File: src/rtl/tm1638_responder_if.sv
// Serial LED&KEY link between a TM1638 controller and the responder.
// The controller drives clk/stb/dio; the responder returns dio with an enable.
interface tm1638_responder_if;
    logic i_ledkey_clk;
    logic i_ledkey_stb;
    logic i_ledkey_dio;
    logic o_ledkey_dio;
    logic o_ledkey_dio_oe;

    modport master (
        output i_ledkey_clk,
        output i_ledkey_stb,
        output i_ledkey_dio,
        input  o_ledkey_dio,
        input  o_ledkey_dio_oe
    );

    modport slave (
        input  i_ledkey_clk,
        input  i_ledkey_stb,
        input  i_ledkey_dio,
        output o_ledkey_dio,
        output o_ledkey_dio_oe
    );
endinterface

File: src/rtl/tm1638_responder.sv
// Device-side TM1638 responder: oversamples the serial link, decodes
// command/address/data bytes and shifts key-scan data back on DIO.
module tm1638_responder #(
    parameter int unsigned SYNC_STAGES    = 2,
    parameter bit          AUTO_INC_RESET = 1'b1
) (
    input  logic                 i_clk,
    input  logic                 rst_n,
    tm1638_responder_if.slave    ledkey,
    input  logic [31:0]          i_keys,
    output logic                 o_wr_en,
    output logic [3:0]           o_wr_addr,
    output logic [7:0]           o_wr_data,
    output logic                 o_display_on,
    output logic [2:0]           o_brightness,
    output logic                 o_frame_err
);
    typedef enum logic [2:0] {
        S_IDLE,
        S_CMD,
        S_WRITE,
        S_READ,
        S_IGNORE
    } state_t;

    state_t state_q, state_d;

    logic [SYNC_STAGES-1:0] clk_sync_q, clk_sync_d;
    logic [SYNC_STAGES-1:0] stb_sync_q, stb_sync_d;
    logic [SYNC_STAGES-1:0] dio_sync_q, dio_sync_d;
    logic clk_prev_q, clk_prev_d;
    logic stb_prev_q, stb_prev_d;

    logic [2:0]  bit_cnt_q, bit_cnt_d;
    logic [7:0]  shift_q, shift_d;
    logic [31:0] key_q, key_d;
    logic [5:0]  rd_cnt_q, rd_cnt_d;
    logic [3:0]  ptr_q, ptr_d;
    logic        auto_inc_q, auto_inc_d;

    logic        wr_en_q, wr_en_d;
    logic [3:0]  wr_addr_q, wr_addr_d;
    logic [7:0]  wr_data_q, wr_data_d;
    logic        disp_on_q, disp_on_d;
    logic [2:0]  bright_q, bright_d;
    logic        frame_err_q, frame_err_d;
    logic        dio_q, dio_d;
    logic        oe_q, oe_d;

    logic       clk_s, stb_s, dio_s;
    logic       clk_rise, clk_fall;
    logic       stb_rise, stb_fall;
    logic       byte_done;
    logic [7:0] rx_byte;

    assign clk_s = clk_sync_q[SYNC_STAGES-1];
    assign stb_s = stb_sync_q[SYNC_STAGES-1];
    assign dio_s = dio_sync_q[SYNC_STAGES-1];

    assign clk_rise = clk_s & ~clk_prev_q;
    assign clk_fall = ~clk_s & clk_prev_q;
    assign stb_rise = stb_s & ~stb_prev_q;
    assign stb_fall = ~stb_s & stb_prev_q;

    // The byte in flight including the bit arriving on this edge
    assign rx_byte   = {dio_s, shift_q[7:1]};
    assign byte_done = clk_rise && (bit_cnt_q == 3'd7);

    always_comb begin
        state_d     = state_q;
        clk_sync_d  = {clk_sync_q[SYNC_STAGES-2:0], ledkey.i_ledkey_clk};
        stb_sync_d  = {stb_sync_q[SYNC_STAGES-2:0], ledkey.i_ledkey_stb};
        dio_sync_d  = {dio_sync_q[SYNC_STAGES-2:0], ledkey.i_ledkey_dio};
        clk_prev_d  = clk_s;
        stb_prev_d  = stb_s;
        bit_cnt_d   = bit_cnt_q;
        shift_d     = shift_q;
        key_d       = key_q;
        rd_cnt_d    = rd_cnt_q;
        ptr_d       = ptr_q;
        auto_inc_d  = auto_inc_q;
        wr_en_d     = 1'b0;
        wr_addr_d   = wr_addr_q;
        wr_data_d   = wr_data_q;
        disp_on_d   = disp_on_q;
        bright_d    = bright_q;
        frame_err_d = 1'b0;
        dio_d       = dio_q;
        oe_d        = oe_q;

        if (stb_fall) begin
            state_d   = S_CMD;
            bit_cnt_d = 3'd0;
            shift_d   = 8'd0;
        end else if (stb_rise) begin
            state_d     = S_IDLE;
            oe_d        = 1'b0;
            bit_cnt_d   = 3'd0;
            shift_d     = 8'd0;
            frame_err_d = (bit_cnt_q != 3'd0);
        end else if (state_q != S_IDLE) begin
            if (clk_rise) begin
                bit_cnt_d = bit_cnt_q + 3'd1;
            end
            if (clk_rise && state_q != S_READ) begin
                shift_d = rx_byte;
            end

            unique case (state_q)
                S_CMD: begin
                    if (byte_done) begin
                        unique case (rx_byte[7:6])
                            2'b01: begin
                                if (rx_byte[1]) begin
                                    key_d    = i_keys;
                                    rd_cnt_d = 6'd0;
                                    state_d  = S_READ;
                                end else begin
                                    auto_inc_d = ~rx_byte[2];
                                    state_d    = S_IGNORE;
                                end
                            end
                            2'b10: begin
                                disp_on_d = rx_byte[3];
                                bright_d  = rx_byte[2:0];
                                state_d   = S_IGNORE;
                            end
                            2'b11: begin
                                ptr_d   = rx_byte[3:0];
                                state_d = S_WRITE;
                            end
                            default: state_d = S_IGNORE;
                        endcase
                    end
                end
                S_WRITE: begin
                    if (byte_done) begin
                        wr_en_d   = 1'b1;
                        wr_addr_d = ptr_q;
                        wr_data_d = rx_byte;
                        if (auto_inc_q) begin
                            ptr_d = ptr_q + 4'd1;
                        end
                    end
                end
                S_READ: begin
                    if (clk_fall) begin
                        if (rd_cnt_q == 6'd32) begin
                            oe_d    = 1'b0;
                            state_d = S_IGNORE;
                        end else begin
                            oe_d     = 1'b1;
                            dio_d    = key_q[0];
                            key_d    = {1'b0, key_q[31:1]};
                            rd_cnt_d = rd_cnt_q + 6'd1;
                        end
                    end
                end
                default: ;
            endcase
        end
    end

    // Strobe sync resets low so a strobe held low across reset is not a new frame
    always_ff @(posedge i_clk) begin
        if (!rst_n) begin
            state_q     <= S_IDLE;
            clk_sync_q  <= '0;
            stb_sync_q  <= '0;
            dio_sync_q  <= '0;
            clk_prev_q  <= 1'b0;
            stb_prev_q  <= 1'b0;
            bit_cnt_q   <= 3'd0;
            shift_q     <= 8'd0;
            key_q       <= 32'd0;
            rd_cnt_q    <= 6'd0;
            ptr_q       <= 4'd0;
            auto_inc_q  <= AUTO_INC_RESET;
            wr_en_q     <= 1'b0;
            wr_addr_q   <= 4'd0;
            wr_data_q   <= 8'd0;
            disp_on_q   <= 1'b0;
            bright_q    <= 3'd0;
            frame_err_q <= 1'b0;
            dio_q       <= 1'b0;
            oe_q        <= 1'b0;
        end else begin
            state_q     <= state_d;
            clk_sync_q  <= clk_sync_d;
            stb_sync_q  <= stb_sync_d;
            dio_sync_q  <= dio_sync_d;
            clk_prev_q  <= clk_prev_d;
            stb_prev_q  <= stb_prev_d;
            bit_cnt_q   <= bit_cnt_d;
            shift_q     <= shift_d;
            key_q       <= key_d;
            rd_cnt_q    <= rd_cnt_d;
            ptr_q       <= ptr_d;
            auto_inc_q  <= auto_inc_d;
            wr_en_q     <= wr_en_d;
            wr_addr_q   <= wr_addr_d;
            wr_data_q   <= wr_data_d;
            disp_on_q   <= disp_on_d;
            bright_q    <= bright_d;
            frame_err_q <= frame_err_d;
            dio_q       <= dio_d;
            oe_q        <= oe_d;
        end
    end

    assign o_wr_en                = wr_en_q;
    assign o_wr_addr              = wr_addr_q;
    assign o_wr_data              = wr_data_q;
    assign o_display_on           = disp_on_q;
    assign o_brightness           = bright_q;
    assign o_frame_err            = frame_err_q;
    assign ledkey.o_ledkey_dio    = dio_q;
    assign ledkey.o_ledkey_dio_oe = oe_q;
endmodule

File: src/flat_wrapper.sv
// flat-port wrapper written by rule: the top's interface ports become plain ports
module tm1638_responder_flat 
#(
    parameter int unsigned SYNC_STAGES    = 2,
    parameter bit          AUTO_INC_RESET = 1'b1
)
  (i_clk, rst_n, i_keys, o_wr_en, o_wr_addr, o_wr_data, o_display_on, o_brightness, o_frame_err, ledkey_i_ledkey_clk, ledkey_i_ledkey_stb, ledkey_i_ledkey_dio, ledkey_o_ledkey_dio, ledkey_o_ledkey_dio_oe);
  tm1638_responder_if ledkey_i ();
  input  logic i_clk;
  input  logic rst_n;
  input  logic [31:0] i_keys;
  output logic o_wr_en;
  output logic [3:0] o_wr_addr;
  output logic [7:0] o_wr_data;
  output logic o_display_on;
  output logic [2:0] o_brightness;
  output logic o_frame_err;
  input wire logic [$bits(ledkey_i.i_ledkey_clk)-1:0] ledkey_i_ledkey_clk;
  input wire logic [$bits(ledkey_i.i_ledkey_stb)-1:0] ledkey_i_ledkey_stb;
  input wire logic [$bits(ledkey_i.i_ledkey_dio)-1:0] ledkey_i_ledkey_dio;
  output wire logic [$bits(ledkey_i.o_ledkey_dio)-1:0] ledkey_o_ledkey_dio;
  output wire logic [$bits(ledkey_i.o_ledkey_dio_oe)-1:0] ledkey_o_ledkey_dio_oe;
  assign ledkey_i.i_ledkey_clk = ledkey_i_ledkey_clk;
  assign ledkey_i.i_ledkey_stb = ledkey_i_ledkey_stb;
  assign ledkey_i.i_ledkey_dio = ledkey_i_ledkey_dio;
  assign ledkey_o_ledkey_dio = ledkey_i.o_ledkey_dio;
  assign ledkey_o_ledkey_dio_oe = ledkey_i.o_ledkey_dio_oe;
  tm1638_responder #(.SYNC_STAGES(SYNC_STAGES), .AUTO_INC_RESET(AUTO_INC_RESET)) u_core (.i_clk(i_clk), .rst_n(rst_n), .ledkey(ledkey_i), .i_keys(i_keys), .o_wr_en(o_wr_en), .o_wr_addr(o_wr_addr), .o_wr_data(o_wr_data), .o_display_on(o_display_on), .o_brightness(o_brightness), .o_frame_err(o_frame_err));
endmodule
File: config.mk
export PLATFORM = sky130hd
export DESIGN_NAME = tm1638_responder_flat
export DESIGN_NICKNAME = d
export VERILOG_FILES = /design/src/rtl/tm1638_responder_if.sv /design/src/rtl/tm1638_responder.sv /design/src/flat_wrapper.sv
export SDC_FILE = /design/constraint.sdc
export NUM_CORES = 1
export LEC_CHECK = 0
export BUFFER_PORTS_ARGS = -buffer_cell sky130_fd_sc_hd__buf_2
export CORE_ASPECT_RATIO = 0.9
export CORE_MARGIN = 8
export CORE_UTILIZATION = 63
export CTS_BUF_LIST = sky130_fd_sc_hd__clkbuf_8
export CTS_CLUSTER_DIAMETER = 60
export CTS_CLUSTER_SIZE = 8
export DETAILED_ROUTE_END_ITERATION = 6
export HOLD_SLACK_MARGIN = 0.15
export PLACE_DENSITY = 0.87
export SYNTH_ARGS = -nofsm -noshare
export SYNTH_HDL_FRONTEND = slang
export SYNTH_SLANG_ARGS = --single-unit
File: constraint.sdc
create_clock -name i_clk -period 5.88 [get_ports i_clk]
set_input_delay 1.176 -clock i_clk [delete_from_list [all_inputs] [get_ports i_clk]]
set_output_delay 1.176 -clock i_clk [all_outputs]
set_load 0.03 [all_outputs]
* Yosys cells after proc, flatten, opt, wreduce, memory -nomap -nowiden
Index checks and enable logic that the tools add are counted.
W data, S select, Z words.
** Word-level totals
- Bits in registers :: 85
- Latch bits :: 0
- Bits in writable memories :: 0
- Memory bits (read-only) :: 0
- Bits of input ports :: 37
- Output and inout port bits :: 20
- Memories :: 0
** Operators by class
- Add/subtract/negate cells :: 3
- Multipliers :: 0
- Div/mod/pow operators :: 0
- Magnitude comparators :: 0
- Equal/unequal tests :: 21
- Shifts and indexed selects :: 0
- Mux-type cells :: 32
- Bitwise gates (word level) :: 16
- Reductions and logical operators :: 25
** Operators with widths (number)
- $mux W32 :: 5
- $pmux W32 S2 :: 1
- $mux W6 :: 5
- $mux W4 :: 4
- $ne A2 B1 Y1 const B :: 8
- $reduce_and A5 Y1 :: 3
- $mux W3 :: 4
- $ne A4 B1 Y1 const B :: 3
- $not A1 Y1 :: 12
- $pmux W3 S2 :: 2
- $pmux W6 S2 :: 1
- $reduce_and A6 Y1 :: 2
- $reduce_bool A2 Y1 :: 5
- $mux W1 :: 9
- $reduce_and A9 Y1 :: 1
- $reduce_bool A3 Y1 :: 3
- $pmux W4 S2 :: 1
- $reduce_and A8 Y1 :: 1
- $reduce_and A7 Y1 :: 1
- $add A6 B1 Y6 const B :: 1
- $eq A3 B2 Y1 const B :: 2
- $eq A6 B6 Y1 const B :: 1
- $reduce_or A3 Y1 :: 2
- $reduce_or A5 Y1 :: 1
- other kinds (13) :: 19

* Depth between registers and ports, before layout
- Depth after elaboration :: 8
- Gate-level depth with buffers :: 9

* Worst setup path before layout
OpenSTA, ideal clock, no wires.
- Path kind :: input port to flip-flop
- Start :: input rst_n
- End :: register u_core.disp_on_q (netlist: u_core.o_display_on)
- Setup time :: 0.128 ns
- Data arrival time :: 1.860 ns
- Required time :: 5.752 ns
- Slack :: 3.892 ns
- Cell stages on the path :: 4
- Cells stage by stage :: inv_1 > clkbuf_1 > buf_1 > nor2_1
** RTL lines
- from (decl) :: line flat_wrapper.sv:10 : input logic rst_n;
- to (signal assigned) :: line tm1638_responder.sv:203 : disp_on_q <= disp_on_d;
- to (decl) :: line tm1638_responder.sv:44 : logic disp_on_q, disp_on_d;
No word-level cell between the ends.

* Worst setup path in the final report
- Start :: register u_core.bit_cnt_q[0]
- End :: register u_core.rd_cnt_q[5]
** Between the ends
- Word-level cells in the longest chain between the ends :: 4
** Ends and longest elaborated chain
- from (decl) :: line tm1638_responder.sv:34 : logic [2:0] bit_cnt_q, bit_cnt_d;
- from (signal assigned) :: line tm1638_responder.sv:194 : bit_cnt_q <= bit_cnt_d;
- $eq A3 B3 Y1 :: line tm1638_responder.sv:67 : assign byte_done = clk_rise && (bit_cnt_q == 3'd7);
- $logic_and A1 B1 Y1 :: line tm1638_responder.sv:67
- $ne A2 B1 Y1 (no source line)
- $reduce_and A9 Y1 (no source line)
- to (signal assigned) :: line tm1638_responder.sv:197 : rd_cnt_q <= rd_cnt_d;
- to (decl) :: line tm1638_responder.sv:37 : logic [5:0] rd_cnt_q, rd_cnt_d;
Every way passes these cells.
A chain may end at the register's enable or synchronous reset.

==> results.toml <==
[min_path]
worstHoldPathType = "register to register"
hold_path_depth = 1

[logic_synthesis]
async_flop_share_pct = 0
ys_types = 42
synth_top_family_by_area = "simple AND/OR/NAND/NOR gates"
avgSynthCellArea_um2 = 8.62
syn_nets = 466
ys_seq_area_share_pct = 46.3
synth_compound_area_share_pct = 13.8
ys.flop_type = "dfxtp_1"
synth_cells = 421
synthMuxAreaShare_pct = 7.99
synth-edff-count = 0
yosysWarnings = 0
synth_area_um2 = 3630
ys_seq_elements = 84
synth-simple-area-share_pct = 24.4
yosys.area_share.adder_pct = 2.76
synth-xor-area-share_pct = 0.241

[clock_network]
ctsHoldBuffers = 0
clockBufferDepth = 2
clk_latency_ns = 0.35
cts_buffers = 9
cts_resized = 0
clock-sinks = 84
cts.clk_slew.worst_paths_ns = 0.08
h-tree-depth = 3
cts_root_buf = "clkbuf_8"
cts_tree = "built"
post_cts_buffers = 0

[power]
p_switching_mw = 0.225
powerDensity_nw_per_um2 = 256
internal_power_mw = 0.835
irDropWorstVdd_mv = 0.240
p_leak_nw = 1.70
finalPower_mw = 1.06
swShare_pct = 21.2
pwr-share-comb_pct = 3.1
power.share.clock_pct = 43.0
seq_power_share_pct = 53.9

[die]
die_h_um = 88.0
io_pins = 57
initial_utilization_pct = 64.5
dieArea_um2 = 8450
num_rows = 26
coreArea_um2 = 5630
die-width_um = 96.0

[worst_setup_path]
worstSetupPathType = "register to register"
reg2reg_setup_slack_ns = 3.48
critPathLaunch = "u_core.bit_cnt_q[0]$_SDFFE_PP0P_"
cp-end-kind = "register"
worst_ep_arrival_time_ns = 2.65
crit_path_start_kind = "register"
r2r-end = "u_core.rd_cnt_q[5]$_SDFFE_PN0P_"
worstReg2RegStart = "u_core.bit_cnt_q[0]$_SDFFE_PP0P_"
critPathCapture = "u_core.rd_cnt_q[5]$_SDFFE_PN0P_"
rr_worst_depth = 8
required_ns = 6.13
path_max_fanout = 76

[detailed_routing]
wl_per_cell_um = 14.4
ant_nets = 0
routed_wl_um = 7760
first_iter_violations = 198
via_per_inst = 5.63
drc = 0
drt-pass1-iter-count = 4
num_vias = 3024

[timing]
max_freq_mhz = 417
min_period_ns = 2.40
finalSetupViolCount = 0
tns_ns = 0
rsz0062_at_grt = "false"
fin_skew_ns = 0.00891
finalWorstSetupSlack_ns = 3.48
fin_hold_ws_ns = 0.435
tightest_slew_ns = 0.761
max_slew_margin_pct = 48.9
period_share_pct = 40.8
hold_violations = 0
drv_slew = 0

[placed_design]
portBuffers = 56
post-place-ws_ns = 3.44
post-dp-hpwl_um = 5080
place_congestion = 0.872

[layout]
antennaDiodeCount = 0
final_nets = 507
seq_area_um2 = 1680
final_common_cell = "dfxtp_1"
multi_input_area_um2 = 1800
synthToLayoutAreaGrowth_pct = 13.9
num-fill-cells = 428
layout_common_cells = "84 x dfxtp_1, 74 x nand2_1, 70 x nor2_1"
drive_gt1_share_pct = 16.7

[global_routing]
grt_pass1_vias = 2844
grt_pass1_wl_um = 12700
grt_overflow = 0
grt_max_degree = 77
antenna_found_initial = 0
grt_usage_pct = 18.7

[status]
status = "complete, no violations"

[job]
max_cap_viol_count = 0
## worst max-delay path, stage by stage, from the launching register on
cell and delay, ns:
dfxtp_1 0.37, ha_1 0.16, ha_1 0.15, and4bb_1 0.32, nand4_1 0.18, a2bb2oi_4 0.14, buf_4 0.55, a21boi_0 0.20
o21a_1 0.22
## layer usage
layer  wire length, um  vias up  global-route usage (%)
met3               447       11                    5.66
met4                86        0                    5.72
met5                 0        -                       0
li1                  -     1538                       -
met2              3790       76                    30.3
met1              3430     1399                    23.2
## stage by stage
| step | std cells | area [um2] | utilization, % |
|---|---|---|---|
| 4_1_cts | 537 | 4140 | 73.5 |
| 6_report | 537 | 4140 | 73.5 |
| 5_1_grt | 537 | 4140 | 73.5 |
| 2_1_floorplan | 421 | 3630 | - |
| 3_3_place_gp | 521 | 3910 | 69.5 |
| 3_5_place_dp | 521 | 3910 | 69.5 |
## Yosys cell counts, drive strengths merged, types with 2 or more instances
cell type	count	area share, %
o31ai	3	0.62
clkbuf	18	1.9
o21a	4	0.83
nand2b	3	0.52
a21oi	7	0.96
inv	8	0.83
and3b	2	0.48
mux2i	29	8.0
nand2	74	7.6
buf	12	1.8
and3	3	0.52
nor2	70	7.2
a21boi	3	0.62
o21ai	5	0.69
ha	8	2.8
dfxtp	84	46
a311oi	31	7.5
nor3	8	1.1
nand4	6	1.0
nand3b	2	0.41
nor3b	3	0.62
nor2b	3	0.52
nand3	7	0.96
and2	11	1.9
a32o	2	0.55
## state kept, by name, summed over array words and instances, names as in the netlist
register / cells
u_core.o_frame_err: 1
u_core.auto_inc_q: 1
u_core.o_wr_addr: 4
u_core.ledkey.o_ledkey_dio: 1
u_core.o_brightness: 3
u_core.o_wr_en: 1
u_core.key_q: 32
u_core.clk_prev_q: 1
u_core.clk_sync_q: 2
u_core.bit_cnt_q: 3
u_core.state_q: 3
u_core.shift_q: 7
u_core.dio_sync_q: 2
u_core.ledkey.o_ledkey_dio_oe: 1
u_core.stb_prev_q: 1
u_core.o_display_on: 1
u_core.rd_cnt_q: 6
u_core.stb_sync_q: 2
u_core.ptr_q: 4
u_core.o_wr_data: 8
## power by group through the flow
stage          Combinational (mW)  Clock, mW  Sequential, mW
2_1_floorplan              0.0171          0           0.585
3_3_place_gp               0.0323          0           0.585
3_5_place_dp               0.0325          0           0.585
4_1_cts                    0.0330      0.463           0.572
5_1_grt                    0.0366      0.491           0.572
6_report                   0.0329      0.456           0.572
## cell families (layout without fill, tap and decap cells)
kind of cell / Yosys count / in the layout
and+or+nand+nor: 198 / 198
buffers and inverters: 38 / 84
adders and majority gates: 8 / 8
DFF: 84 / 84
muxes: 29 / 29
xor gates and xnor gates: 1 / 1
AOI/OAI and AO/OA: 63 / 63
## cell type report
type	instances	share of cell area (%)
clock inverters	6	2.15
flip-flops and latches	84	40.7
repair buffers	60	7.50
multi-input cells	299	43.5
well taps	70	2.12
inverters	8	0.726
clock buffers	10	3.33
## worst min-delay path by stage
stage	start	endpoint	slack, ns
final	u_core.stb_sync_q[0]$_SDFF_PN0_	u_core.stb_sync_q[1]$_SDFF_PN0_	0.43
after global routing	u_core.stb_sync_q[0]$_SDFF_PN0_	u_core.stb_sync_q[1]$_SDFF_PN0_	0.47
after CTS	u_core.stb_sync_q[0]$_SDFF_PN0_	u_core.stb_sync_q[1]$_SDFF_PN0_	0.44
after detailed placement	u_core.stb_sync_q[0]$_SDFF_PN0_	u_core.stb_sync_q[1]$_SDFF_PN0_	0.42
after global placement	u_core.clk_sync_q[0]$_SDFF_PN0_	u_core.clk_sync_q[1]$_SDFF_PN0_	0.41
after floorplan	u_core.clk_sync_q[0]$_SDFF_PN0_	u_core.clk_sync_q[1]$_SDFF_PN0_	0.41
Power figures use the tool's default switching activity.
